==> config.mk <==
export PLATFORM = sky130hd
export DESIGN_NAME = trng_byte_collector_flat
export DESIGN_NICKNAME = d
export VERILOG_FILES = /design/src/rtl/trng_byte_collector_if.sv /design/src/rtl/trng_byte_collector.sv /design/src/flat_wrapper.sv
export SDC_FILE = /design/constraint.sdc
export NUM_CORES = 1
export LEC_CHECK = 0
export CAP_MARGIN = 30
export CORE_MARGIN = 2
export CORE_UTILIZATION = 40
export DETAILED_ROUTE_END_ITERATION = 6
export GPL_TIMING_DRIVEN = 0
export SYNTH_ARGS = -nofsm -noshare
export SYNTH_HDL_FRONTEND = slang
export SYNTH_SLANG_ARGS = --single-unit
==> constraint.sdc <==
create_clock -name CLK -period 2.6 [get_ports CLK]
set_input_delay 0.26 -clock CLK [delete_from_list [all_inputs] [get_ports CLK]]
set_output_delay 0.26 -clock CLK [all_outputs]
set_load 0.02 [all_outputs]
==> src/rtl/trng_byte_collector_if.sv <==
// trng_byte_collector_if
//   Bundles the raw-entropy input stream, the byte output stream and the
//   status flags of trng_byte_collector.
//
//   Signals
//     enable      : collection gate (low clears partial collection state)
//     raw_bit     : raw ring-oscillator entropy bit
//     raw_valid   : qualifies raw_bit
//     rd_data     : FIFO head byte (8'h00 when empty)
//     rd_valid    : FIFO non-empty
//     rd_ready    : consumer ready
//     fifo_level  : FIFO occupancy, $clog2(FIFO_DEPTH)+1 bits
//     health_fail : sticky repetition-count failure
//     overflow    : sticky dropped-byte flag
//
//   Handshake: a raw bit is accepted on a rising edge where enable=1 and
//   raw_valid=1. A byte is popped on a rising edge where rd_valid=1 and
//   rd_ready=1; rd_data holds its value while rd_valid=1 and rd_ready=0.
//
//   Modports
//     master : entropy source plus byte consumer
//     slave  : the collector
interface trng_byte_collector_if #(
  parameter int FIFO_DEPTH = 4
);
  localparam int LW = $clog2(FIFO_DEPTH) + 1;

  logic          enable;
  logic          raw_bit;
  logic          raw_valid;
  logic [7:0]    rd_data;
  logic          rd_valid;
  logic          rd_ready;
  logic [LW-1:0] fifo_level;
  logic          health_fail;
  logic          overflow;

  modport master (
    output enable, raw_bit, raw_valid, rd_ready,
    input  rd_data, rd_valid, fifo_level, health_fail, overflow
  );

  modport slave (
    input  enable, raw_bit, raw_valid, rd_ready,
    output rd_data, rd_valid, fifo_level, health_fail, overflow
  );
endinterface

==> src/rtl/trng_byte_collector.sv <==
// trng_byte_collector
//   Von Neumann debiaser, LSB-first byte packer, repetition-count health
//   test and a small output byte FIFO for a ring-oscillator TRNG.
//
//   Parameters
//     FIFO_DEPTH : output FIFO depth in bytes (power of two, >= 2)
//     RCT_CUTOFF : repetition-count cutoff in raw bits (2..255)
//
//   Ports
//     CLK  : clock, all state updates on the rising edge
//     RSTn : asynchronous active-low reset
//     bus  : trng_byte_collector_if slave modport (raw input stream,
//            byte output stream, fifo_level, health_fail, overflow)
module trng_byte_collector #(
  parameter int FIFO_DEPTH = 4,
  parameter int RCT_CUTOFF = 16
) (
  input  logic                  CLK,
  input  logic                  RSTn,
  trng_byte_collector_if.slave  bus
);

  localparam int               AW      = $clog2(FIFO_DEPTH);
  localparam logic [AW:0]      DEPTH_L = (AW + 1)'(FIFO_DEPTH);
  localparam logic [7:0]       CUT     = 8'(RCT_CUTOFF);

  // Collection state
  logic       pair_have;   // first bit of a pair is stored
  logic       pair_first;  // that first bit
  logic [7:0] byte_sr;     // partial byte, filled LSB-first
  logic [2:0] bit_cnt;     // debiased bits already in byte_sr
  logic [7:0] run_cnt;     // current run length, 0 = no previous bit
  logic       prev_bit;
  logic       health_fail_q;
  logic       overflow_q;

  // FIFO state; pointers carry one wrap bit so full and empty differ
  logic [7:0] mem [FIFO_DEPTH];
  logic [AW:0] wr_ptr;
  logic [AW:0] rd_ptr;
  logic [AW:0] level;

  logic       accept;
  logic       deb_valid;
  logic       byte_done;
  logic [7:0] full_byte;
  logic       full;
  logic       rd_valid_i;
  logic       pop;
  logic       push;
  logic [7:0] run_next;

  assign accept     = bus.enable & bus.raw_valid;
  // A pair completes when a first bit is already held; only 10/01 emit.
  assign deb_valid  = accept & pair_have & (pair_first != bus.raw_bit);
  assign byte_done  = deb_valid & (bit_cnt == 3'd7);
  // The emitted debiased bit equals the first bit of the pair.
  assign full_byte  = {pair_first, byte_sr[6:0]};

  assign level      = wr_ptr - rd_ptr;
  assign full       = (level == DEPTH_L);
  assign rd_valid_i = (level != '0);
  assign pop        = rd_valid_i & bus.rd_ready;
  // When full, a same-edge pop frees the slot being written.
  assign push       = byte_done & ~health_fail_q & (~full | pop);

  always_comb begin
    run_next = 8'd1;
    if (run_cnt != 8'd0 && bus.raw_bit == prev_bit) begin
      if (run_cnt == CUT) run_next = run_cnt;
      else                run_next = run_cnt + 8'd1;
    end
  end

  always_ff @(posedge CLK or negedge RSTn) begin
    if (!RSTn) begin
      pair_have     <= 1'b0;
      pair_first    <= 1'b0;
      byte_sr       <= 8'h00;
      bit_cnt       <= 3'd0;
      run_cnt       <= 8'd0;
      prev_bit      <= 1'b0;
      health_fail_q <= 1'b0;
      overflow_q    <= 1'b0;
      wr_ptr        <= '0;
      rd_ptr        <= '0;
    end else begin
      if (!bus.enable) begin
        pair_have <= 1'b0;
        byte_sr   <= 8'h00;
        bit_cnt   <= 3'd0;
        run_cnt   <= 8'd0;
      end else if (bus.raw_valid) begin
        prev_bit <= bus.raw_bit;
        run_cnt  <= run_next;
        if (run_next == CUT) health_fail_q <= 1'b1;

        if (!pair_have) begin
          pair_have  <= 1'b1;
          pair_first <= bus.raw_bit;
        end else begin
          pair_have <= 1'b0;
          if (deb_valid) begin
            if (bit_cnt == 3'd7) byte_sr <= 8'h00;
            else                 byte_sr[bit_cnt] <= pair_first;
            bit_cnt <= bit_cnt + 3'd1;
          end
        end
      end

      if (push) wr_ptr <= wr_ptr + 1'b1;
      if (pop)  rd_ptr <= rd_ptr + 1'b1;
      if (byte_done && !health_fail_q && full && !pop) overflow_q <= 1'b1;
    end
  end

  // Storage needs no reset: pointers define which entries are live.
  always_ff @(posedge CLK) begin
    if (push) mem[wr_ptr[AW-1:0]] <= full_byte;
  end

  assign bus.rd_data     = rd_valid_i ? mem[rd_ptr[AW-1:0]] : 8'h00;
  assign bus.rd_valid    = rd_valid_i;
  assign bus.fifo_level  = level;
  assign bus.health_fail = health_fail_q;
  assign bus.overflow    = overflow_q;

endmodule

==> src/flat_wrapper.sv <==
// flat-port wrapper written by rule: the top's interface ports become plain ports
module trng_byte_collector_flat 
#(
  parameter int FIFO_DEPTH = 4,
  parameter int RCT_CUTOFF = 16
)
  (CLK, RSTn, bus_enable, bus_raw_bit, bus_raw_valid, bus_rd_ready, bus_rd_data, bus_rd_valid, bus_fifo_level, bus_health_fail, bus_overflow);
  trng_byte_collector_if #(.FIFO_DEPTH(FIFO_DEPTH)) bus_i ();
  input  logic CLK;
  input  logic RSTn;
  input wire logic [$bits(bus_i.enable)-1:0] bus_enable;
  input wire logic [$bits(bus_i.raw_bit)-1:0] bus_raw_bit;
  input wire logic [$bits(bus_i.raw_valid)-1:0] bus_raw_valid;
  input wire logic [$bits(bus_i.rd_ready)-1:0] bus_rd_ready;
  output wire logic [$bits(bus_i.rd_data)-1:0] bus_rd_data;
  output wire logic [$bits(bus_i.rd_valid)-1:0] bus_rd_valid;
  output wire logic [$bits(bus_i.fifo_level)-1:0] bus_fifo_level;
  output wire logic [$bits(bus_i.health_fail)-1:0] bus_health_fail;
  output wire logic [$bits(bus_i.overflow)-1:0] bus_overflow;
  assign bus_i.enable = bus_enable;
  assign bus_i.raw_bit = bus_raw_bit;
  assign bus_i.raw_valid = bus_raw_valid;
  assign bus_i.rd_ready = bus_rd_ready;
  assign bus_rd_data = bus_i.rd_data;
  assign bus_rd_valid = bus_i.rd_valid;
  assign bus_fifo_level = bus_i.fifo_level;
  assign bus_health_fail = bus_i.health_fail;
  assign bus_overflow = bus_i.overflow;
  trng_byte_collector #(.FIFO_DEPTH(FIFO_DEPTH), .RCT_CUTOFF(RCT_CUTOFF)) u_core (.CLK(CLK), .RSTn(RSTn), .bus(bus_i));
endmodule
; Word level (Yosys, flattened, before mapping)
; Memories as Yosys holds them, arrays and structs flattened.
; Cells that the tools add are included.
[op_classes]
magnitude_cmp = 2
reduce_logical = 13
eq_ne = 9
n_mux = 22
addsub = 5
bitwise = 11
[op_table]
columns = cell, n
row1 = $mux W8, 10
row2 = $eq A8 B5 Y1 const B, 2
row3 = $mux W3, 4
row4 = $add A3 B1 Y3 const B, 3
row5 = $reduce_and A3 Y1, 3
row6 = $add A8 B1 Y8 const B, 1
row7 = $bwmux W8, 1
row8 = $reduce_bool A8 Y1, 1
row9 = $and A1 B1 Y1, 7
row10 = $eq A3 B3 Y1 const B, 2
row11 = $mux W1, 6
row12 = $ne A2 B1 Y1 const B, 3
row13 = $logic_and A1 B1 Y1, 5
row14 = $lt A3 B4 Y1 const B, 1
row15 = $demux W1 S3, 1
row16 = $ge A3 B1 Y1 const B, 1
row17 = $not A1 Y1, 3
row18 = $reduce_bool A3 Y1, 1
row19 = $sub A3 B3 Y3, 1
row20 = $logic_not A1 Y1, 2
row21 = $reduce_and A2 Y1, 1
row22 = $eq A1 B1 Y1, 1
row23 = $ne A1 B1 Y1, 1
row24 = $or A1 B1 Y1, 1
[totals]
ram_bits = 32
n_memories = 1
output_inout_bits = 14
reg_bits = 30
[mem_list]
columns = name, words, word_bits, rd, rd_ports_with_merged_regs, wr, line
row1 = u_core.mem, 4, 8, 1, 0, 1, trng_byte_collector.sv:38  ; logic [7:0] mem [FIFO_DEPTH];

; Depth between registers and ports, before layout
[logic_depth]
ltp_word = 10
ltp_mapped = 8
ltp_nobuf = 8

; Worst setup path before layout
; Ideal clock, no wire load.
[synth_timing]
path_kind = flip-flop to flip-flop
startpoint = register u_core.wr_ptr[0]
endpoint = memory u_core.mem[0][0] (enable)
required_ns = 2.340
t_arrival_ns = 2.035
path_buffers = 0
period_less_slack_ns = 2.295
setup_time_ns = 0.260
slack_ns = 0.305
stages_incl_launch_ff = 8
path_cell_list = dfrtp_1 inv_1 ha_1 fa_1 inv_1 nor4_4 and4bb_4 and2_2
[synth_between]
elab_chain_len = 7
elab_cells_between_ends = 9
cone_classes = 1 x add/sub / 1 x eq/ne / 2 x mux / 4 x bitwise / 1 x reduce/logical
[synth_lines]
columns = item, line
row1 = from (decl), trng_byte_collector.sv:39  ; logic [AW:0] wr_ptr;
row2 = from (signal assigned), trng_byte_collector.sv:111  ; if (push) wr_ptr <= wr_ptr + 1'b1;
row3 = $sub A3 B3 Y3 *, trng_byte_collector.sv:60  ; assign level = wr_ptr - rd_ptr;
row4 = net bus_fifo_level[1], flat_wrapper.sv:17  ; output wire logic [$bits(bus_i.fifo_level)-1:0] bus_fifo_level;
row5 = $reduce_bool A3 Y1 or $eq A3 B3 Y1 (tied branches), "trng_byte_collector.sv:62, trng_byte_collector.sv:61"
row6 = $and A1 B1 Y1 or $not A1 Y1 (tied branches), "trng_byte_collector.sv:63, trng_byte_collector.sv:65"
row7 = $or A1 B1 Y1 *, trng_byte_collector.sv:65  ; assign push = byte_done & ~health_fail_q & (~full | pop);
row8 = $and A1 B1 Y1 *, trng_byte_collector.sv:65
row9 = $mux W1 *, trng_byte_collector.sv:119  ; if (push) mem[wr_ptr[AW-1:0]] <= full_byte;
row10 = $mux W1 (not written as such) *, trng_byte_collector.sv:119
row11 = to (decl), trng_byte_collector.sv:38
; The timed path passes the listed nets; every way through them passes the cells marked *.

; Final worst setup path
[layout_timing]
startpoint = register u_core.wr_ptr[0]
endpoint = output port bus_rd_data[6]
[layout_between]
elab_chain_len = 3
[layout_lines]
columns = item, line
row1 = $sub A3 B3 Y3, trng_byte_collector.sv:60
row2 = $reduce_bool A3 Y1, trng_byte_collector.sv:62  ; assign rd_valid_i = (level != '0);
row3 = $mux W8, trng_byte_collector.sv:122  ; assign bus.rd_data = rd_valid_i ? mem[rd_ptr[AW-1:0]] : 8'h00;
row4 = to (decl), flat_wrapper.sv:15  ; output wire logic [$bits(bus_i.rd_data)-1:0] bus_rd_data;
; Every way passes these cells.

==> results.cfg <==
[sta]
period_minus_slack_ps = 2492
holdWs_ps = 273.0
timing.final.ws_setup_ps = 108.1
tightestPinTransition_ps = 678.8
slew_violations = 0
clock.fmax_mhz = 401.3
setup_viol = 0
post-route-period-util_pct = 95.84
hold_viol_final = 0
clock_skew_ps = 7.047
max_slew_margin_pct = 54.61

[drt]
drtIter0Drc = 67
num_vias = 1896
drc = 0
vias_per_cell = 5.111
wire_per_inst_um = 14.86
wirelength_um = 5513
drt_pass1_iterations = 4
ant_nets = 0

[global_route]
grt_pass1_vias = 1918
antenna_found_initial = 0
grt_max_degree = 19
grt-ovfl-total = 0
grt_pass1_wl_um = 9494
grt_use_total_pct = 14.83

[logic_synthesis]
synth_top_flop_cell = edfxtp_1
ys_seq_area_share_pct = 56.85
synthCells = 234
syn_avg_cell_area_um2 = 12.68
synth_warnings = 0
async_reset_ff_share_pct = 47.54
ys_seq_elements = 61
synth_nets = 251
synth_cell_type_count = 46
synth-edff-count = 32
syn_area_um2 = 2967

[die]
fp.dieH_um = 90.12
chipWidth_um = 90.12
start_util_pct = 41.12
pin_count = 20
rows = 31
dieArea_um2 = 8122
core_area_um2 = 7214

[pwr]
leakage_nw = 1.331
pwr_density_cell_nw_per_um2 = 789.4
vdd_drop_max_v = 0.0002778
power_mw = 2.774

[final_layout]
mostFrequentLayoutCell = edfxtp_1
multi_input_area_um2 = 1190
syn_to_final_growth_pct = 18.43
fin_cells = 371
antennaDiodeCount = 0
register_area_um2 = 1687
final_nets = 284
mostFrequentLayoutCells = edfxtp_1 (32), dfrtp_1 (29), o21ai_0 (21), nand2_1 (17), inv_1 (14)
drive_gt1_share_pct = 20.59
n_fill_cell = 675

[critical_path]
max_stage_delay_ps = 380
r2r_start = u_core.wr_ptr[0]
arrival_ps = 2230
worstSetupEndpoint = bus_rd_data[6]
path_max_fanout = 10
r2r-end = u_core.mem[1][6]
end_kind = output port
crit_chain = inv_2, ha_1, fa_1, xnor3_2, nand3_2, buf_6, and2_1, clkdlybuf4s15_2
critPathLaunchType = flop
startpoint = u_core.wr_ptr[0]
worst-path-buf-inv = 3
path_delay_family = adder cells
reg2reg_slack_ps = 140
cp_slowest_cell = dfrtp_1
critical_path_required_ps = 2340
critical_path_class = flop to output port
crit_cells = 8
r2r_cells = 8

[cts]
htree_levels = 3
clock_latency_ps = 330
cts_tree = built
numCtsBuffers = 9
cts_root_buf = clkbuf_8
clk_pin_slew_ps = 70
cts_max_path_buffers = 2
cts_hold_buf = 0
cts_sinks = 61

[placed_design]
place_congestion = 0.7995
hpwl_um = 3774
dp.cells = 352
io_buffers = 18
place_ws_ps = -69.06

[worst_hold_path]
min_path_type = primary input to flop

[outcome]
status = complete, no violations

[flow_run]
timing.max_cap.violations = 0
[power breakdown]
part           switching (mW)  total, mW  internal, mW
Sequential             0.0424       1.09          1.05
Clock                   0.372      0.912         0.540
Combinational           0.405      0.769         0.364
[synthesized netlist by cell type, drive strengths merged, types with 3 or more instances]
library cell   n  area share, %
a21oi          6            1.1
a31oi          6            1.3
dfrtp         29             24
a21boi         3           0.76
nand3         10            1.7
mux2           4            1.5
xnor2          8            2.4
xor2           4            1.2
ha            10            4.2
inv           15            1.9
nor2b          4           0.84
edfxtp        32             32
nor2           7            1.1
buf            5           0.80
nand2         17            2.2
clkbuf         4           0.51
o21ai         21            3.5
nand2b         3           0.63
mux4           8            6.1
and2          15            3.4
[cells by family after synthesis]
family	share of synthesized area, %
buffers and inverters	3.205
and+or+nand+nor	13.54
xor gates and xnor gates	4.344
muxes	7.592
adders and majority gates	4.892
DFF	56.85
AOI/OAI and AO/OA	9.574
[what timing repair did]
item,4_1_cts,5_1_grt
buffers inserted,1,2
gates resized for setup,27,10
setup endpoints to repair,10,13
[through the flow]
step | util (%) | cell area [um2] | TNS (ps)
after floorplan | - | 2967 | 0
after global placement | 45.33 | 3271 | -268.0
after detailed placement | 45.72 | 3298 | -512.0
after CTS | 48.99 | 3535 | 0
after global routing | 48.70 | 3513 | -1.176
final | 48.70 | 3513 | 0
[layout make-up]
type                       instances  share of cell area, %
sequential                        61                  48.01
multi-input combinational        149                  33.87
timing repair buffer              22                  5.627
clock buffer                      10                  3.632
tap                               99                  3.526
clock inverter                     6                  2.457
inverter                          15                  1.603
buffer                             9                  1.282
[registers in the layout, indices dropped and copies added (netlist names)]
signal	flops
u_core.pair_first	1
u_core.prev_bit	1
u_core.mem	32
u_core.wr_ptr	3
u_core.run_cnt	8
u_core.bus.health_fail	1
u_core.rd_ptr	3
u_core.bus.overflow	1
u_core.pair_have	1
u_core.bit_cnt	3
u_core.byte_sr	7
[worst min path at each step]
stage	startpoint	endpoint	slack (ps)	cells past startpoint
after floorplan	RSTn	u_core.bit_cnt[0]	-40	0
after global placement	u_core.wr_ptr[2]	u_core.wr_ptr[2]	460	1
after detailed placement	u_core.wr_ptr[2]	u_core.wr_ptr[2]	460	1
after CTS	bus_raw_bit	u_core.pair_first	260	2
after global routing	bus_raw_bit	u_core.prev_bit	270	2
final	bus_raw_bit	u_core.pair_first	270	2
[layer usage]
layer	up-vias	global-route usage, %	wire [um]
li1	918	-	-
met1	937	19.92	2673
met2	32	22.87	2599
met3	9	3.604	155
met4	0	6.795	84
met5	-	0	0
Power figures use the tool's default switching activity.
